$ cat config.mk
export PLATFORM = sky130hd
export DESIGN_NAME = collector3x3_ctrl_flat
export DESIGN_NICKNAME = d
export VERILOG_FILES = /design/src/rtl/collector3x3_ctrl_if.sv /design/src/rtl/collector3x3_ctrl.sv /design/src/flat_wrapper.sv
export SDC_FILE = /design/constraint.sdc
export NUM_CORES = 1
export LEC_CHECK = 0
export ABC_AREA = 1
export BUFFER_PORTS_ARGS = -buffer_cell sky130_fd_sc_hd__buf_2
export CAP_MARGIN = 20
export CORE_AREA = 2 2 66 68
export CTS_CLUSTER_DIAMETER = 150
export DETAILED_ROUTE_END_ITERATION = 8
export DIE_AREA = 0 0 68 70
export HOLD_SLACK_MARGIN = 0.03
export PLACE_DENSITY_LB_ADDON = 0.12
export SLEW_MARGIN = 20
export SYNTH_ARGS = -nofsm -noshare
export SYNTH_HDL_FRONTEND = slang
export SYNTH_SLANG_ARGS = --single-unit
export TNS_END_PERCENT = 100
$ cat constraint.sdc
create_clock -name clk -period 2 [get_ports clk]
set_input_delay 0.2 -clock clk [delete_from_list [all_inputs] [get_ports clk]]
set_output_delay 0.2 -clock clk [all_outputs]
set_load 0.03 [all_outputs]
$ cat src/rtl/collector3x3_ctrl_if.sv
// Pixel-in / window-out handshake bundle between the stream source, the
// collector3x3_ctrl sequencer and the downstream MAC stage.
interface collector3x3_ctrl_if #(
    parameter int IMAGE_WIDTH  = 256,
    parameter int IMAGE_HEIGHT = IMAGE_WIDTH
);
    localparam int RW = $clog2(IMAGE_HEIGHT);
    localparam int CW = $clog2(IMAGE_WIDTH);

    logic [7:0]    in_pixel;
    logic          in_valid;
    logic          in_ready;
    logic [7:0]    col_pixel;
    logic          col_shift;
    logic          win_valid;
    logic          out_ready;
    logic [RW-1:0] win_row;
    logic [CW-1:0] win_col;
    logic          win_first;
    logic          win_last;

    // Controller side
    modport slave (
        input  in_pixel, in_valid, out_ready,
        output in_ready, col_pixel, col_shift,
        output win_valid, win_row, win_col, win_first, win_last
    );

    // Stream source / window sink side
    modport master (
        output in_pixel, in_valid, out_ready,
        input  in_ready, col_pixel, col_shift,
        input  win_valid, win_row, win_col, win_first, win_last
    );
endinterface

$ cat src/rtl/collector3x3_ctrl.sv
// Frame sequencer for the 3x3 window collector: raster tracking, window flagging, flush/done.
// Optional stride-2 window selection is enabled by defining COLLECTOR_CTRL_STRIDE2_EN.
module collector3x3_ctrl #(
    parameter int IMAGE_WIDTH  = 256,
    parameter int IMAGE_HEIGHT = IMAGE_WIDTH
) (
    input  logic               clk,
    input  logic               rst,
    input  logic               start,
    collector3x3_ctrl_if.slave bus,
    output logic               busy,
    output logic               frame_done
);
    localparam int RW = $clog2(IMAGE_HEIGHT);
    localparam int CW = $clog2(IMAGE_WIDTH);

    localparam logic [RW-1:0] ROW_ONE = RW'(1);
    localparam logic [RW-1:0] ROW_TWO = RW'(2);
    localparam logic [CW-1:0] COL_TWO = CW'(2);
    localparam logic [RW-1:0] ROW_END = RW'(IMAGE_HEIGHT - 1);
    localparam logic [CW-1:0] COL_END = CW'(IMAGE_WIDTH - 1);

`ifdef COLLECTOR_CTRL_STRIDE2_EN
    // Bottom-right pixel of the last even-aligned window
    localparam logic [RW-1:0] LAST_WIN_ROW = RW'(2 * ((IMAGE_HEIGHT - 1) / 2));
    localparam logic [CW-1:0] LAST_WIN_COL = CW'(2 * ((IMAGE_WIDTH - 1) / 2));
`else
    localparam logic [RW-1:0] LAST_WIN_ROW = ROW_END;
    localparam logic [CW-1:0] LAST_WIN_COL = COL_END;
`endif

    typedef enum logic [1:0] {
        IDLE  = 2'd0,
        FILL  = 2'd1,
        RUN   = 2'd2,
        FLUSH = 2'd3
    } state_t;

    state_t        state, state_nx;
    logic [RW-1:0] row;
    logic [CW-1:0] col;

    logic          accept;
    logic          at_eol;
    logic          at_eof;
    logic          qualify;
    logic          win_xfer;

    logic          win_valid_q;
    logic [RW-1:0] win_row_q;
    logic [CW-1:0] win_col_q;
    logic          win_first_q;
    logic          win_last_q;

    // Upstream only moves when downstream can take a window, so the collector
    // never shifts past a window that has not been consumed.
    assign bus.in_ready  = ((state == FILL) || (state == RUN)) && bus.out_ready;
    assign bus.col_pixel = bus.in_pixel;
    assign bus.col_shift = accept;

    assign accept   = bus.in_valid && bus.in_ready;
    assign at_eol   = (col == COL_END);
    assign at_eof   = at_eol && (row == ROW_END);
    assign win_xfer = win_valid_q && bus.out_ready;

`ifdef COLLECTOR_CTRL_STRIDE2_EN
    // (r-2) even <=> r even
    assign qualify = accept && (row >= ROW_TWO) && (col >= COL_TWO) && !row[0] && !col[0];
`else
    assign qualify = accept && (row >= ROW_TWO) && (col >= COL_TWO);
`endif

    // Raster position of the next pixel to be accepted
    always_ff @(posedge clk) begin
        if (rst) begin
            row <= '0;
            col <= '0;
        end else if ((state == IDLE) && start) begin
            row <= '0;
            col <= '0;
        end else if (accept) begin
            if (at_eol) begin
                col <= '0;
                row <= at_eof ? '0 : row + ROW_ONE;
            end else begin
                col <= col + CW'(1);
            end
        end
    end

    // Window descriptor: loaded on the same edge the collector captures the pixel
    always_ff @(posedge clk) begin
        if (rst) begin
            win_valid_q <= 1'b0;
            win_row_q   <= '0;
            win_col_q   <= '0;
            win_first_q <= 1'b0;
            win_last_q  <= 1'b0;
        end else if (qualify) begin
            win_valid_q <= 1'b1;
            win_row_q   <= row - ROW_TWO;
            win_col_q   <= col - COL_TWO;
            win_first_q <= (row == ROW_TWO) && (col == COL_TWO);
            win_last_q  <= (row == LAST_WIN_ROW) && (col == LAST_WIN_COL);
        end else if (win_xfer) begin
            win_valid_q <= 1'b0;
        end
    end

    assign bus.win_valid = win_valid_q;
    assign bus.win_row   = win_row_q;
    assign bus.win_col   = win_col_q;
    assign bus.win_first = win_first_q;
    assign bus.win_last  = win_last_q;

    always_ff @(posedge clk) begin
        if (rst) state <= IDLE;
        else     state <= state_nx;
    end

    always_comb begin
        state_nx   = state;
        frame_done = 1'b0;
        unique case (state)
            IDLE:  if (start) state_nx = FILL;
            FILL:  if (accept && at_eol && (row == ROW_ONE)) state_nx = RUN;
            RUN:   if (accept && at_eof) state_nx = FLUSH;
            // Done once nothing is pending or the pending last window leaves
            FLUSH: if (!win_valid_q || bus.out_ready) begin
                frame_done = 1'b1;
                state_nx   = IDLE;
            end
            default: state_nx = IDLE;
        endcase
    end

    assign busy = (state != IDLE);

    // A stalled window must stay frozen until the sink takes it
    a_hold_on_stall: assert property (@(posedge clk) disable iff (rst)
        (win_valid_q && !bus.out_ready) |=> (win_valid_q && $stable(win_row_q) && $stable(win_col_q)));

    a_done_in_flush: assert property (@(posedge clk) disable iff (rst)
        frame_done |-> (state == FLUSH));
endmodule

$ cat src/flat_wrapper.sv
// flat-port wrapper written by rule: the top's interface ports become plain ports
module collector3x3_ctrl_flat 
#(
    parameter int IMAGE_WIDTH  = 256,
    parameter int IMAGE_HEIGHT = IMAGE_WIDTH
)
  (clk, rst, start, busy, frame_done, bus_in_pixel, bus_in_valid, bus_out_ready, bus_in_ready, bus_col_pixel, bus_col_shift, bus_win_valid, bus_win_row, bus_win_col, bus_win_first, bus_win_last);
  collector3x3_ctrl_if #(.IMAGE_WIDTH(IMAGE_WIDTH), .IMAGE_HEIGHT(IMAGE_HEIGHT)) bus_i ();
  input  logic clk;
  input  logic rst;
  input  logic start;
  output logic busy;
  output logic frame_done;
  input wire logic [$bits(bus_i.in_pixel)-1:0] bus_in_pixel;
  input wire logic [$bits(bus_i.in_valid)-1:0] bus_in_valid;
  input wire logic [$bits(bus_i.out_ready)-1:0] bus_out_ready;
  output wire logic [$bits(bus_i.in_ready)-1:0] bus_in_ready;
  output wire logic [$bits(bus_i.col_pixel)-1:0] bus_col_pixel;
  output wire logic [$bits(bus_i.col_shift)-1:0] bus_col_shift;
  output wire logic [$bits(bus_i.win_valid)-1:0] bus_win_valid;
  output wire logic [$bits(bus_i.win_row)-1:0] bus_win_row;
  output wire logic [$bits(bus_i.win_col)-1:0] bus_win_col;
  output wire logic [$bits(bus_i.win_first)-1:0] bus_win_first;
  output wire logic [$bits(bus_i.win_last)-1:0] bus_win_last;
  assign bus_i.in_pixel = bus_in_pixel;
  assign bus_i.in_valid = bus_in_valid;
  assign bus_i.out_ready = bus_out_ready;
  assign bus_in_ready = bus_i.in_ready;
  assign bus_col_pixel = bus_i.col_pixel;
  assign bus_col_shift = bus_i.col_shift;
  assign bus_win_valid = bus_i.win_valid;
  assign bus_win_row = bus_i.win_row;
  assign bus_win_col = bus_i.win_col;
  assign bus_win_first = bus_i.win_first;
  assign bus_win_last = bus_i.win_last;
  collector3x3_ctrl #(.IMAGE_WIDTH(IMAGE_WIDTH), .IMAGE_HEIGHT(IMAGE_HEIGHT)) u_core (.clk(clk), .rst(rst), .start(start), .bus(bus_i), .busy(busy), .frame_done(frame_done));
endmodule
==> results of run 1 <==
stage by stage:
step | cell area (sq um) | util [%]
final | 2460 | 59.5
after global routing | 2460 | 59.5
after CTS | 2420 | 58.4
after detailed placement | 2280 | 55.1
after global placement | 2280 | 55.1
after floorplan | 2170 | -
layer usage:
| metal | global-route usage (%) | vias up | share of wire (%) |
|---|---|---|---|
| met5 | 0 | - | 0 |
| met4 | 6.89 | 0 | 1.9 |
| met3 | 4.35 | 10 | 4.8 |
| met2 | 27.6 | 39 | 44 |
| met1 | 27.1 | 785 | 50 |
| li1 | - | 971 | - |
registers in the layout (all words and copies together) (netlist names):
signal                flops
u_core.bus.win_row        8
u_core.col                8
u_core.bus.win_col        8
u_core.bus.win_first      1
u_core.state              2
u_core.bus.win_last       1
u_core.row                8
u_core.bus.win_valid      1
cells in the mapped netlist (2+ instances only):
| library cell | n | area share (%) |
|---|---|---|
| o21ai_0 | 17 | 3.9 |
| dfxtp_1 | 37 | 34 |
| nand2_1 | 49 | 8.5 |
| clkbuf_1 | 2 | 0.35 |
| buf_6 | 3 | 1.6 |
| nor2_2 | 5 | 1.4 |
| ha_1 | 14 | 8.1 |
| nand3_2 | 3 | 1.4 |
| xor2_1 | 13 | 5.2 |
| inv_2 | 2 | 0.35 |
| inv_1 | 35 | 6.0 |
| nor2_1 | 54 | 9.3 |
| nand2_2 | 5 | 1.4 |
| buf_4 | 11 | 3.8 |
| nand3_1 | 11 | 2.5 |
| a21oi_1 | 14 | 3.2 |
| nor3_1 | 5 | 1.2 |
| nand4_1 | 4 | 1.2 |
| nor2_4 | 4 | 2.1 |
cells by family (layout without fill, tap and decap cells):
kind of cell | after synthesis | count (layout)
fa+ha+maj | 14 | 14
flops | 37 | 37
simple gates | 145 | 145
xor+xnor | 14 | 14
buf+inv | 53 | 78
compound gates | 35 | 35
worst min path at each step:
stage	slack (ns)	to	cells past startpoint	startpoint
2_1_floorplan	0.27	u_core.bus.win_valid	1	rst
3_3_place_gp	0.40	bus_col_pixel[3]	0	bus_in_pixel[3]
3_5_place_dp	0.39	u_core.bus.win_valid	2	rst
4_1_cts	0.08	u_core.bus.win_valid	2	rst
5_1_grt	0.11	u_core.bus.win_valid	2	rst
6_report	0.09	u_core.bus.win_valid	2	rst
cell type report:
cell class / instances / area (sq um) / area share [%]
clock inverter: 3 / 65.1 / 2.64
inverter: 37 / 144 / 5.84
multi-input combinational: 208 / 1190 / 48.3
clock buffer: 5 / 68.8 / 2.79
sequential: 37 / 742 / 30.1
tap: 52 / 65.1 / 2.64
timing repair buffer: 33 / 190 / 7.72
where the power goes:
part           internal, mW  total (mW)  leakage (nW)  switching, mW
Sequential            0.760       0.783         0.299         0.0227
Clock                 0.495       0.770        0.0681          0.275
Combinational         0.163       0.462         0.777          0.299
Total                  1.42        2.01          1.14          0.596
worst max-delay path, stage by stage, from the launching register on:
cell and delay (ns):
dfxtp_1 0.38, inv_2 0.08, ha_4 0.27, nand2_2 0.08
nor2_8 0.16, inv_2 0.11, nor2_4 0.14, nand2_4 0.10
buf_2 0.18, o21ai_0 0.18, nor2_1 0.06
timing repair:
| item | 4_1_cts | 5_1_grt |
|---|---|---|
| resized for setup | 0 | 8 |
| setup buffers | 0 | 3 |
| endpoints found under the setup margin | 0 | 21 |
==> flow_summary.toml, run 1 <==
[synth]
async_flop_share_pct = 0
synth_area_sq_um = 2170
ys.flop_type = "dfxtp_1"
synth.avg_cell_area_sq_um = 7.29
synth_fa_ha_area_share_pct = 8.06
synth.area.mux_share_pct = 0
synth_enable_flop_cells = 0
syn_nets = 325
ys_warn_count = 0
synthSimpleGateAreaFrac_pct = 31.8
synth_top_family_by_area = "simple AND/OR/NAND/NOR gates"
seq_area_frac_synth_pct = 34.1
synth_compound_area_share_pct = 8.35
synth_seq_cells = 37
synth_xor_xnor_area_share_pct = 5.64
synthCells = 298
synthDistinctLibCells = 29

[drt]
drt_pre_antenna_iters = 4
dr_total_vias = 1805
vias_per_cell = 4.81
routed_wl_mm = 4.35
drc = 0
dr.first_iter.drc_count = 45
wl_per_cell_um = 11.6
ant_nets = 0

[floorplan]
ioPinCount = 44
die_area_sq_um = 4760
core_area_sq_um = 4140
start_util_pct = 52.4
die_w_um = 68
die_y_um = 70
rows = 24

[placement]
dp_hpwl_mm = 3.29
gp_congestion = 0.815
dpl.cell_count = 364
port_buffers = 27
dp_slack_ns = 0.0405

[finish]
syn2layout_area_growth_pct = 13.4
drive_gt1_share_pct = 21.1
fin_nets = 349
fill_cells = 399
final_cells = 375
antenna_cells = 0
final_common_cell = "nor2_1"
final_cell_mix = "nor2_1, nand2_1, dfxtp_1"

[pwr]
powerDensity_nw_per_um2 = 817
p_leak_nw = 1.14
peakVddDrop_v = 0.000387
total_power_mw = 2.01

[timing]
hold_viol_final = 0
fin_ws_ns = 0.147
slew-limit-headroom_pct = 70.0
tightest_slew_ns = 0.449
final.setup.tns_ns = 0
hold_ws_ns = 0.0882
max_freq_ghz = 0.540
slew_viol_final = 0
fin_skew_ns = 0.00752
fin_crit_ns = 1.85
fin_crit_sh_pct = 92.6
setup_viol = 0
rsz0062_at_grt = "no"

[run_status]
status = "complete, no violations"

[critical_path]
critPathLaunch = "u_core.state[1]"
required_ns = 2.19
reg2reg_slack_ns = 0.15
cp.arrival_ns = 2.04
startpoint_type = "flip-flop"
reg2reg_to = "u_core.bus.win_row[6]"
cp-end-kind = "flip-flop"
worstSetupEndpoint = "u_core.bus.win_row[6]"
cp_max_fo = 9
critical_path_class = "reg2reg"
r2r.worst_path.cells = 10
reg2reg_from = "u_core.state[1]"

[job]
drv_cap = 0

[cts]
clock_sinks = 37
clock_tree.root_cell = "clkbuf_8"
cts_max_level = 2
cts_hold_buf = 0
clk_path_buf_depth = 2
clkLatencyLatePin_ns = 0.29
cts_tree = "yes"
cts_buffers = 5
clk_pin_slew_worst_paths_ns = 0.08

[worst_hold_path]
hp-class = "in2reg"

[grt]
grt_pass1_vias = 1539
antenna_found_initial = 0
overflow = 0
grt_max_degree = 21
track_usage_pct = 19.0
grt_pass1_wl_mm = 6.99
Power figures use the tool's default switching activity.
==> run 2, diff against run 1 <==
==> constraint.sdc (replaced) <==
create_clock -name clk -period 2 [get_ports clk]
set_input_delay 0.1 -clock clk [delete_from_list [all_inputs] [get_ports clk]]
set_output_delay 0.1 -clock clk [all_outputs]
set_load 0.03 [all_outputs]
==> run 2 against run 1 <==
  * Maximum frequency is essentially flat
  * Core utilization up 0.24 points
  * Non-clock buffer count increased by 1
  * Highest routed layer unchanged
  * Sequential cell count stayed put
  * Via count fell by 0.39%
  * Clock power barely moved
  * Die area unchanged
  * Clock skew is 0.00059 ns lower
==> flow_summary.toml, run 2 (synthesis gave the netlist of run 1 again) <==
[drt]
wl_per_cell_um = 11.7
dr.first_iter.drc_count = 44
drt_pre_antenna_iters = 4
dr_total_vias = 1798
drc = 0
routed_wl_mm = 4.38
vias_per_cell = 4.78
ant_nets = 0

[placement]
gp_congestion = 0.815
port_buffers = 27
dp_hpwl_mm = 3.29
place_area_sq_um = 2280

[cts]
cts_max_level = 2
clk_pin_slew_worst_paths_ns = 0.08
cts_tree = "yes"
clkLatencyLatePin_ns = 0.29
clock_sinks = 37
cts_buffers = 5
clk_path_buf_depth = 2
clock_tree.root_cell = "clkbuf_8"

[job]
drv_cap = 0

[critical_path]
required_ns = 2.19
r2r.worst_path.cells = 10
cp-end-kind = "flip-flop"
critical_path_class = "reg2reg"
startpoint_type = "flip-flop"
cp_max_fo = 9
cp.arrival_ns = 2.04

[timing]
rsz0062_at_grt = "no"
setup_viol = 0
hold_viol_final = 0
final.setup.tns_ns = 0
slew_viol_final = 0
fin_crit_sh_pct = 92.6
tightest_slew_ns = 0.447
fin_crit_ns = 1.85
max_freq_ghz = 0.540
fin_skew_ns = 0.00693
slew-limit-headroom_pct = 70.2

[grt]
busiest_layer = "met2"
grt_pass1_wl_mm = 7.02
overflow = 0
track_usage_pct = 19.1
use_met1_pct = 27.2
grt_max_degree = 21
met3_usage_pct = 4.35
grt_pass1_vias = 1542
gr-usage-met2_pct = 27.8
antenna_found_initial = 0

[finish]
design_area_sq_um = 2470
fin_nets = 350
fill_cells = 397
syn2layout_area_growth_pct = 13.9
final_cell_mix = "nor2_1, nand2_1, dfxtp_1"
drive_gt1_share_pct = 21.0
multi_input_area_sq_um = 1190
final_common_cell = "nor2_1"
antenna_cells = 0
seqCellArea_sq_um = 742

[worst_hold_path]
hp-class = "in2reg"
whs_path_depth = 4

[floorplan]
die_area_sq_um = 4760
die_w_um = 68
die_y_um = 70
core_area_sq_um = 4140
rows = 24
start_util_pct = 52.4
ioPinCount = 44

[pwr]
intPower_mw = 1.42
pwr-share-comb_pct = 23.0
pwr-share-clk_pct = 38.2
switching_share_pct = 29.6
p_leak_nw = 1.15
seqPwrFrac_pct = 38.8
peakVddDrop_v = 0.000388
powerDensity_nw_per_um2 = 815
power.switching_uw = 597

[run_status]
status = "complete, no violations"
-- run 2: power groups by stage --
stage	clock network (mW)	registers (mW)	logic (mW)
final	0.770	0.783	0.464
after CTS	0.790	0.780	0.423
after global routing	0.813	0.786	0.520
after floorplan	0	0.791	0.355
after global placement	0	0.795	0.416
after detailed placement	0	0.797	0.420
-- run 2: critical path: stages (launching register included) --
cell,delay (ns)
dfxtp_2,0.35
inv_1,0.10
ha_4,0.28
nand2_2,0.08
nor2_8,0.17
inv_2,0.11
nor2_4,0.14
nand2_4,0.10
buf_2,0.18
o21ai_0,0.18
nor2_1,0.06
-- run 2: metrics by stage --
| step | worst slack, ns | utilization (%) | std cells | hold slack, ns | power, mW |
|---|---|---|---|---|---|
| 2_1_floorplan | 0.223 | - | 298 | 0.169 | 1.15 |
| 3_3_place_gp | 0.162 | 55.1 | 364 | 0.200 | 1.21 |
| 3_5_place_dp | 0.0405 | 55.1 | 364 | 0.200 | 1.22 |
| 4_1_cts | 0.0193 | 58.6 | 373 | 0.132 | 1.99 |
| 5_1_grt | 0.0262 | 59.7 | 376 | 0.173 | 2.12 |
| 6_report | 0.147 | 59.7 | 376 | 0.143 | 2.02 |
-- run 2: cell type report --
cell class,count,area share [%]
Timing Repair Buffer,34,8.09
Multi-Input combinational cell,208,48.1
Sequential cell,37,30.0
Clock buffer,5,2.78
Clock inverter,3,2.63
Inverter,37,5.81
Tap cell,52,2.63
-- run 2: timing repair --
item | in CTS | in global routing
setup endpoints to repair | 0 | 21
hold buffers | 1 | 0
setup buffers | 0 | 3
hold endpoints to repair | 1 | 0
resized for setup | 0 | 8
-- run 2: path summary, 6_finish.rpt --
| check | startpoint | end | slack, ns |
|---|---|---|---|
| worst max-delay path | u_core.state[0] | u_core.bus.win_row[6] | 0.15 |
| worst min-delay path | bus_out_ready | u_core.bus.win_valid | 0.14 |
| worst max register to register | u_core.state[0] | u_core.bus.win_row[6] | 0.15 |
| worst min register to register | u_core.bus.win_row[2] | u_core.bus.win_row[2] | 0.48 |
-- run 2: metal layers --
metal / part of all wire (%) / wire length, um
met1: 50 / 2180
met2: 44 / 1930
met3: 4.4 / 192
met4: 1.8 / 81
met5: 0 / 0
